File: src/rtl/axi4_lite_pkg.sv
// axi4_lite_pkg: AXI4-Lite response encodings and protection default shared by masters and slaves.
package axi4_lite_pkg;
  typedef enum logic [1:0] {
    OKAY   = 2'b00,
    EXOKAY = 2'b01,
    SLVERR = 2'b10,
    DECERR = 2'b11
  } axi_resp_t;
  localparam logic [2:0] AXI_PROT_DEFAULT = 3'b000;
  function automatic logic resp_is_err(input axi_resp_t r);
    return (r == SLVERR) || (r == DECERR);
  endfunction
endpackage

File: src/rtl/axi4_lite_read_master_pipelined.sv
// axi4_lite_read_master_pipelined: AXI4-Lite read master with up to MAX_OUTSTANDING reads in flight,
// in-order registered responses and a sticky no-response watchdog.
module axi4_lite_read_master_pipelined
  import axi4_lite_pkg::*;
#(
  parameter int ADDR_WIDTH      = 32,
  parameter int DATA_WIDTH      = 32,
  parameter int MAX_OUTSTANDING = 4,
  parameter int TIMEOUT_CYCLES  = 1024
) (
  input  logic                  clk,
  input  logic                  rst_n,
  input  logic                  req_valid,
  output logic                  req_ready,
  input  logic [ADDR_WIDTH-1:0] req_addr,
  output logic                  rsp_valid,
  input  logic                  rsp_ready,
  output logic [DATA_WIDTH-1:0] rsp_data,
  output logic                  rsp_err,
  output logic                  busy,
  output logic                  timeout,
  output logic [ADDR_WIDTH-1:0] M_AXI_ARADDR,
  output logic [2:0]            M_AXI_ARPROT,
  output logic                  M_AXI_ARVALID,
  input  logic                  M_AXI_ARREADY,
  input  logic [DATA_WIDTH-1:0] M_AXI_RDATA,
  input  logic [1:0]            M_AXI_RRESP,
  input  logic                  M_AXI_RVALID,
  output logic                  M_AXI_RREADY
);
  localparam int CW = $clog2(MAX_OUTSTANDING + 1);
  localparam logic [CW-1:0] MAX_C = CW'(MAX_OUTSTANDING);
  localparam int WW = (TIMEOUT_CYCLES > 0) ? $clog2(TIMEOUT_CYCLES + 1) : 1;
  localparam logic [WW-1:0] WD_MAX = WW'(TIMEOUT_CYCLES);
  localparam bit WD_EN = TIMEOUT_CYCLES != 0;
  logic [CW-1:0]         count_q, count_d;
  logic                  ar_valid_q, ar_valid_d;
  logic [ADDR_WIDTH-1:0] ar_addr_q, ar_addr_d;
  logic                  rsp_valid_q, rsp_valid_d;
  logic [DATA_WIDTH-1:0] rsp_data_q, rsp_data_d;
  logic                  rsp_err_q, rsp_err_d;
  logic [WW-1:0]         wd_q, wd_d;
  logic                  timeout_q, timeout_d;
  logic                  req_hs, r_hs;
  assign req_ready    = (count_q < MAX_C) && (!ar_valid_q || M_AXI_ARREADY);
  assign M_AXI_RREADY = (count_q != '0) && (!rsp_valid_q || rsp_ready);
  assign req_hs       = req_valid && req_ready;
  assign r_hs         = M_AXI_RVALID && M_AXI_RREADY;
  // count covers accepted requests whose R beat has not yet been taken, issued on AR or not
  always_comb begin
    count_d     = count_q + CW'(req_hs) - CW'(r_hs);
    ar_valid_d  = req_hs ? 1'b1 : (M_AXI_ARREADY ? 1'b0 : ar_valid_q);
    ar_addr_d   = req_hs ? req_addr : ar_addr_q;
    rsp_valid_d = r_hs ? 1'b1 : (rsp_ready ? 1'b0 : rsp_valid_q);
    rsp_data_d  = r_hs ? M_AXI_RDATA : rsp_data_q;
    rsp_err_d   = r_hs ? resp_is_err(axi_resp_t'(M_AXI_RRESP)) : rsp_err_q;
    wd_d        = (r_hs || count_q == '0) ? '0 : (wd_q == WD_MAX ? wd_q : wd_q + WW'(1));
    timeout_d   = timeout_q || (WD_EN && wd_d == WD_MAX);
  end
  always_ff @(posedge clk or negedge rst_n) begin
    if (!rst_n) begin
      count_q     <= '0;
      ar_valid_q  <= 1'b0;
      ar_addr_q   <= '0;
      rsp_valid_q <= 1'b0;
      rsp_data_q  <= '0;
      rsp_err_q   <= 1'b0;
      wd_q        <= '0;
      timeout_q   <= 1'b0;
    end else begin
      count_q     <= count_d;
      ar_valid_q  <= ar_valid_d;
      ar_addr_q   <= ar_addr_d;
      rsp_valid_q <= rsp_valid_d;
      rsp_data_q  <= rsp_data_d;
      rsp_err_q   <= rsp_err_d;
      wd_q        <= wd_d;
      timeout_q   <= timeout_d;
    end
  end
  assign M_AXI_ARVALID = ar_valid_q;
  assign M_AXI_ARADDR  = ar_addr_q;
  assign M_AXI_ARPROT  = AXI_PROT_DEFAULT;
  assign rsp_valid     = rsp_valid_q;
  assign rsp_data      = rsp_data_q;
  assign rsp_err       = rsp_err_q;
  assign busy          = (count_q != '0) || rsp_valid_q;
  assign timeout       = timeout_q;
endmodule

File: config.mk
export PLATFORM = sky130hd
export DESIGN_NAME = axi4_lite_read_master_pipelined
export DESIGN_NICKNAME = d
export VERILOG_FILES = /design/src/rtl/axi4_lite_pkg.sv /design/src/rtl/axi4_lite_read_master_pipelined.sv
export SDC_FILE = /design/constraint.sdc
export NUM_CORES = 1
export LEC_CHECK = 0
export CORE_ASPECT_RATIO = 0.6
export CORE_MARGIN = 10
export CORE_UTILIZATION = 44
export CTS_BUF_LIST = sky130_fd_sc_hd__clkbuf_4
export CTS_CLUSTER_SIZE = 30
export DETAILED_ROUTE_END_ITERATION = 10
export GPL_ROUTABILITY_DRIVEN = 0
export PLACE_DENSITY_LB_ADDON = 0.3
export SYNTH_ARGS = -nofsm -noshare
export SYNTH_HDL_FRONTEND = slang
export SYNTH_SLANG_ARGS = --single-unit
File: constraint.sdc
create_clock -name clk -period 3 [get_ports clk]
set_input_delay 0.3 -clock clk [delete_from_list [all_inputs] [get_ports clk]]
set_output_delay 0.3 -clock clk [all_outputs]
set_load 0.02 [all_outputs]
== Yosys cells after proc, flatten, opt, wreduce, memory -nomap -nowiden ==
Index checks and enable logic that the tools add are counted.

* Add/sub/neg operators: 3
* $lt $le $gt $ge: 1
* Equality and inequality tests: 4
* Muxes and demuxes: 6
* Reductions and logical operators: 16

{| class="wikitable"
|+ Operator list
! operator !! count
|-
| $eq 11x11->1 const B || 2
|-
| $mux 11 || 2
|-
| $add 11x1->11 const B || 1
|-
| $logic_or 1x1->1 || 6
|-
| $eq 2x2->1 const B || 2
|-
| $logic_and 1x1->1 || 4
|-
| $mux 1 || 4
|-
| $reduce_bool 2->1 || 2
|-
| $add 3x1->3 || 1
|-
| $logic_not 3->1 || 1
|-
| $lt 3x3->1 const B || 1
|-
| $reduce_bool 3->1 || 1
|-
| $sub 3x1->3 || 1
|-
| $logic_not 1->1 || 2
|}

* Flip-flop bits (word level): 82
* Input bits: 72
* Output and inout port bits: 74
* Word-level logic and storage cells: 38

== Depth between registers and ports, before layout ==
* Word-level depth: 8
* Gate-level depth with buffers: 13
* Mapped depth without buffers: 11

== Least setup slack after synthesis ==
OpenSTA, ideal clock, no wires.

* Path kind: reg2reg
* From: reg ar_valid_q (netlist: M_AXI_ARVALID)
* To: reg count_q[2]
* Library setup time: 123 ps
* Data arrival time: 2,523 ps
* Required time: 2,877 ps
* Slack: 354 ps
* Cell stages (with the launch flop): 13
* Buffers on the path: 2
* Clock period less this slack: 2,646 ps
* Path through: dfrtp_1 a21oi_1 and2_1 buf_2 buf_4 inv_1 ha_1 inv_1 ha_1 inv_1 fa_1 xnor2_1 xnor2_1

* Cells in the longest elaborated chain, start to end: 6

{| class="wikitable"
|+ RTL lines
! what !! line !! text
|-
| start: declaration || axi4_lite_read_master_pipelined.sv:37 || <nowiki>logic ar_valid_q, ar_valid_d;</nowiki>
|-
| start signal: assignment || axi4_lite_read_master_pipelined.sv:72 || <nowiki>ar_valid_q <= ar_valid_d;</nowiki>
|-
| $logic_not 1->1 || axi4_lite_read_master_pipelined.sv:45 || <nowiki>assign req_ready = (count_q < MAX_C) && (!ar_valid_q || M_AXI_ARREADY);</nowiki>
|-
| $logic_or 1x1->1 || axi4_lite_read_master_pipelined.sv:45 ||
|-
| $logic_and 1x1->1 || axi4_lite_read_master_pipelined.sv:45 ||
|-
| named net req_ready || axi4_lite_read_master_pipelined.sv:14 || <nowiki>output logic req_ready,</nowiki>
|-
| $logic_and 1x1->1 || axi4_lite_read_master_pipelined.sv:47 || <nowiki>assign req_hs = req_valid && req_ready;</nowiki>
|-
| $add 3x1->3 || axi4_lite_read_master_pipelined.sv:51 || <nowiki>count_d = count_q + CW'(req_hs) - CW'(r_hs);</nowiki>
|-
| $sub 3x1->3 || axi4_lite_read_master_pipelined.sv:51 ||
|-
| named net count_d[2] || axi4_lite_read_master_pipelined.sv:36 || <nowiki>logic [CW-1:0] count_q, count_d;</nowiki>
|-
| end signal: assignment || axi4_lite_read_master_pipelined.sv:71 || <nowiki>count_q <= count_d;</nowiki>
|-
| end: declaration || axi4_lite_read_master_pipelined.sv:36 ||
|}

The timed path passes the listed nets, and every way through them passes these cells.
A chain may end at the register's enable or synchronous reset.

== Worst setup path in the final report ==
* From: reg count_q[1]
* To: reg count_q[2]

* Elaborated cells on any way between the ends: 8
* Classes of those cells: 2 x add/sub; 1 x order compare; 5 x reduce/logical

{| class="wikitable"
|+ RTL lines
! what !! line !! text
|-
| $reduce_bool 3->1 || axi4_lite_read_master_pipelined.sv:46 || <nowiki>assign M_AXI_RREADY = (count_q != '0) && (!rsp_valid_q || rsp_ready);</nowiki>
|-
| $logic_and 1x1->1 || axi4_lite_read_master_pipelined.sv:46 ||
|-
| $logic_and 1x1->1 || axi4_lite_read_master_pipelined.sv:48 || <nowiki>assign r_hs = M_AXI_RVALID && M_AXI_RREADY;</nowiki>
|-
| named net r_hs || axi4_lite_read_master_pipelined.sv:44 || <nowiki>logic req_hs, r_hs;</nowiki>
|-
| $sub 3x1->3 || axi4_lite_read_master_pipelined.sv:51 ||
|-
| named net count_d[2] || axi4_lite_read_master_pipelined.sv:36 ||
|}

The timed path passes the listed nets, and every way through them passes these cells.

==> impl_results.md <==
- Area share of the largest cell type after synthesis: 0.580
- Number of CTS-inserted buffers: 9
- Total of cells resized after clock tree synthesis: 0
- Class of the tightest hold or removal check: in -> async
- Total count of max-transition violations in the final report: 0
- Top area cells in the synthesized netlist: dfrtp_1 58%, mux2_2 21%, buf_6 2.2%
- Count of yosys warnings during synthesis: 0
- Most common cell on crit path: inv_1
- Post-DRT Antenna Nets: 0
- TritonRoute pass-1 iters: 4
- First-pass GRT wire length: 14100 um
- Initial detailed-routing violation count: 103
- Unrepaired setup endpoints after global routing: no
- Post-synth design cell area: 3540 um^2
- IO Pins: between 100 and 150
- Global router's overall resource usage: 0.153
- Shortest period the worst path allows: approximately 2400 ps
- Share of synthesized area occupied by flip-flops and latches: 0.580
- Detailed-route vias per instance: 4.86
- Type of element capturing the critical path: flop
- Largest stage delay on the critical path: 440 ps
- Maximum level of the CTS H-tree: 3
- Slew at the pin closest to its max-slew limit: about 1000 ps
- Share of post-route cells with drive strength above 1: 0.231
- Synth unique cells: 40
- Antenna Cells: 0
- WL/cell: 17.5 um
- Instance area at placement: 4960 um^2
- Starting density of the core: 0.451
- MaxCap Viol Count: 0
- Final number of hold-violating endpoints: 0
- Maximum number of pins on one net before global-route repair: just over 80
- Via count of the first global-routing pass: 2723
- Horizontal die dimension: 136 um
- Total detailed-routing wirelength: 8770 um
- Setup fix buffers added after clock tree synthesis: 0
- Area of the core: just under 8000 um^2
- Count of buffers inserted at the top-level ports: roughly 140
- Clock sink total: slightly above 80
- Outcome: finished clean
- Max_slew headroom: 0.330
- Tcrit/Tclk final: 0.792
- Post-CTS Hold Fix Bufs: 0
- Post-layout nets: 466
- Critical path, cell by cell: nor3_1, nor2b_2, nand2_4, inv_1, ha_1, inv_1, ha_1, inv_1, fa_1, xnor2_1, xnor2_1
- Count of endpoints failing setup in the final report: 0
- Slowest-stage cell, CP: dfrtp_1
- Vias: 2440
- Maximum buffer depth of the clock tree: 2
- Average size of a mapped cell: approximately 14 um^2
- Die area: 12200 um^2
- Setup Crit Path Kind: reg -> reg
- Standard-cell rows: 25
- Highest Clock Rate: 0.421 GHz
- Static Leak: 2.14 nW
- Die Span Y: about 89 um
- Flops & latches, synth: 82
- Setup TNS: 0 ps
- Cell type with the largest total area after synthesis: dfrtp_1
- Critical path data arrival time: ~2700 ps
- CTS root buffer: clkbuf_4
- Clock Skews: 10.5 ps
- Design Area, Final: 5120 um^2
- Half-perimeter wire length of the detailed placement result: 6770 um
- Power per cell area: between 900 and 1000 nW/um^2
- WP data required: roughly 3400 ps
- Cells after synthesis: 249
- VDD IR max: 0.586 mV
- Leftover overflow at the end of global routing: 0
- Number of antenna violations at the first check in global routing: 0
- Crit Path Max Fanout: 4
- Layout overhead on the synthesized area: 44.6%
- Critical Path Start Type: flop
- Worst-skew pair later-pin latency: 430 ps
- Clock slew at reported path FFs: around 120 ps
- DRC violation count after routing: 0
- Clock tree from TritonCTS: built
==> power breakdown <==
group	total, mW	leakage [nW]	internal [mW]	switching [mW]
clock	0.710	0.0854	0.342	0.368
sequential	1.83	0.985	1.57	0.266
combinational	2.48	1.07	1.32	1.16
total	5.03	2.14	3.23	1.80
==> state kept, by name, indices dropped and copies added (netlist names) <==
signal and count:
M_AXI_ARVALID 1, count_q 3, rsp_data 32, timeout 1, rsp_err 1, rsp_valid 1
M_AXI_ARADDR 32, wd_q 11
==> cell usage in the layout, fill, tap and decap left out, drive strengths merged, types with 2 or more instances in the layout <==
| master | netlist | layout |
|---|---|---|
| a21o | 2 | 2 |
| a21oi | 3 | 3 |
| a31oi | 2 | 2 |
| and2 | 2 | 2 |
| and3 | 2 | 2 |
| and4 | 3 | 3 |
| buf | 16 | 3 |
| bufinv | 0 | 2 |
| clkbuf | 0 | 10 |
| clkdlybuf4s50 | 0 | 140 |
| clkinv | 0 | 4 |
| conb | 1 | 3 |
| dfrtp | 82 | 82 |
| ha | 4 | 4 |
| inv | 8 | 8 |
| mux2 | 66 | 66 |
| nand2 | 7 | 7 |
| nand3 | 4 | 4 |
| nand4 | 3 | 3 |
| nor2 | 13 | 13 |
| nor3 | 3 | 3 |
| nor3b | 2 | 2 |
| o21ai | 2 | 2 |
| xnor2 | 8 | 8 |
| xor2 | 5 | 5 |
==> metrics by stage <==
stage / setup WS, ps / util / power (mW) / hold WS [ps] / cells
after global routing: 419 / 0.652 / 5.36 / 79.9 / 502
after detailed placement: 426 / 0.632 / 4.39 / 457 / 486
final: 625 / 0.652 / 5.03 / 27.5 / 502
after CTS: 568 / 0.652 / 5.12 / 35.0 / 502
after global placement: 495 / 0.632 / 4.32 / 464 / 486
after floorplan: 354 / - / 3.20 / 4.41 / 251
==> critical path, delay by kind of cell, from the launching register on <==
kind | cells | cell delay (ps)
DFF | 1 | 440
buffers and inverters | 3 | 140
xor gates and xnor gates | 2 | 320
and+or+nand+nor | 3 | 650
adders and majority gates | 3 | 760
==> logic make-up (layout without fill, tap and decap cells) <==
| group | count (synthesis) | in the layout | synth area share |
|---|---|---|---|
| buf+inv | 24 | 167 | 0.0491 |
| fa+ha+maj | 5 | 5 | 0.0198 |
| flops | 82 | 82 | 0.580 |
| other cells | 1 | 3 | 0.00106 |
| compound gates | 14 | 14 | 0.0279 |
| simple gates | 44 | 44 | 0.0806 |
| mux | 66 | 66 | 0.210 |
| xor+xnor | 13 | 13 | 0.0322 |
==> per-layer routing <==
metal	vias to the layer above	track usage	wire length, um
met5	-	0	0
met4	0	0.0496	68
met3	8	0.118	1440
met2	101	0.246	3970
met1	1195	0.150	3290
li1	1136	-	-
==> final cells by class <==
| class | instances | area (um^2) |
|---|---|---|
| timing repair buffer | 143 | 1420 |
| tap | 108 | 135 |
| inverter | 8 | 30.0 |
| sequential | 82 | 2050 |
| multi-input combinational | 145 | 1320 |
| clock buffer | 10 | 75.1 |
| fill | 613 | 2730 |
| clock inverter | 6 | 81.3 |
==> synth_stat cells <==
library cell / number
a21o_1: 2
a21oi_1: 3
a31oi_1: 2
a32o_1: 1
a41o_1: 1
a41oi_1: 1
and2_1: 2
and3_4: 2
and4_1: 1
and4_2: 2
buf_2: 1
buf_4: 8
buf_6: 7
conb_1: 1
dfrtp_1: 82
fa_1: 1
ha_1: 4
inv_1: 8
mux2_1: 1
mux2_2: 65
nand2_1: 6
nand2_4: 1
nand2b_1: 1
nand3_1: 3
nand3_2: 1
nand3b_1: 1
nand4_1: 3
nor2_1: 13
nor2b_2: 1
nor3_1: 2
nor3_4: 1
nor3b_1: 2
nor4b_4: 1
o21ai_0: 1
o21ai_1: 1
o311ai_0: 1
o31a_1: 1
or2b_1: 1
xnor2_1: 8
xor2_1: 5
==> worst paths after layout <==
path                                       from                           to  slack [ps]  depth (start not counted)
max in group asynchronous                 rst_n  M_AXI_ARADDR[8]$_DFFE_PN0P_        2320                          1
min in group clk                M_AXI_RDATA[27]     rsp_data[27]$_DFFE_PN0P_         460                          2
hold reg to reg               timeout$_DFF_PN0_            timeout$_DFF_PN0_         490                          1
setup reg to reg           count_q[1]$_DFF_PN0_         count_q[2]$_DFF_PN0_         630                         11
setup / recovery           count_q[1]$_DFF_PN0_         count_q[2]$_DFF_PN0_         630                         11
hold / removal                            rst_n      rsp_data[7]$_DFFE_PN0P_          30                          1
Note: power is estimated with default switching activity, not from simulation.
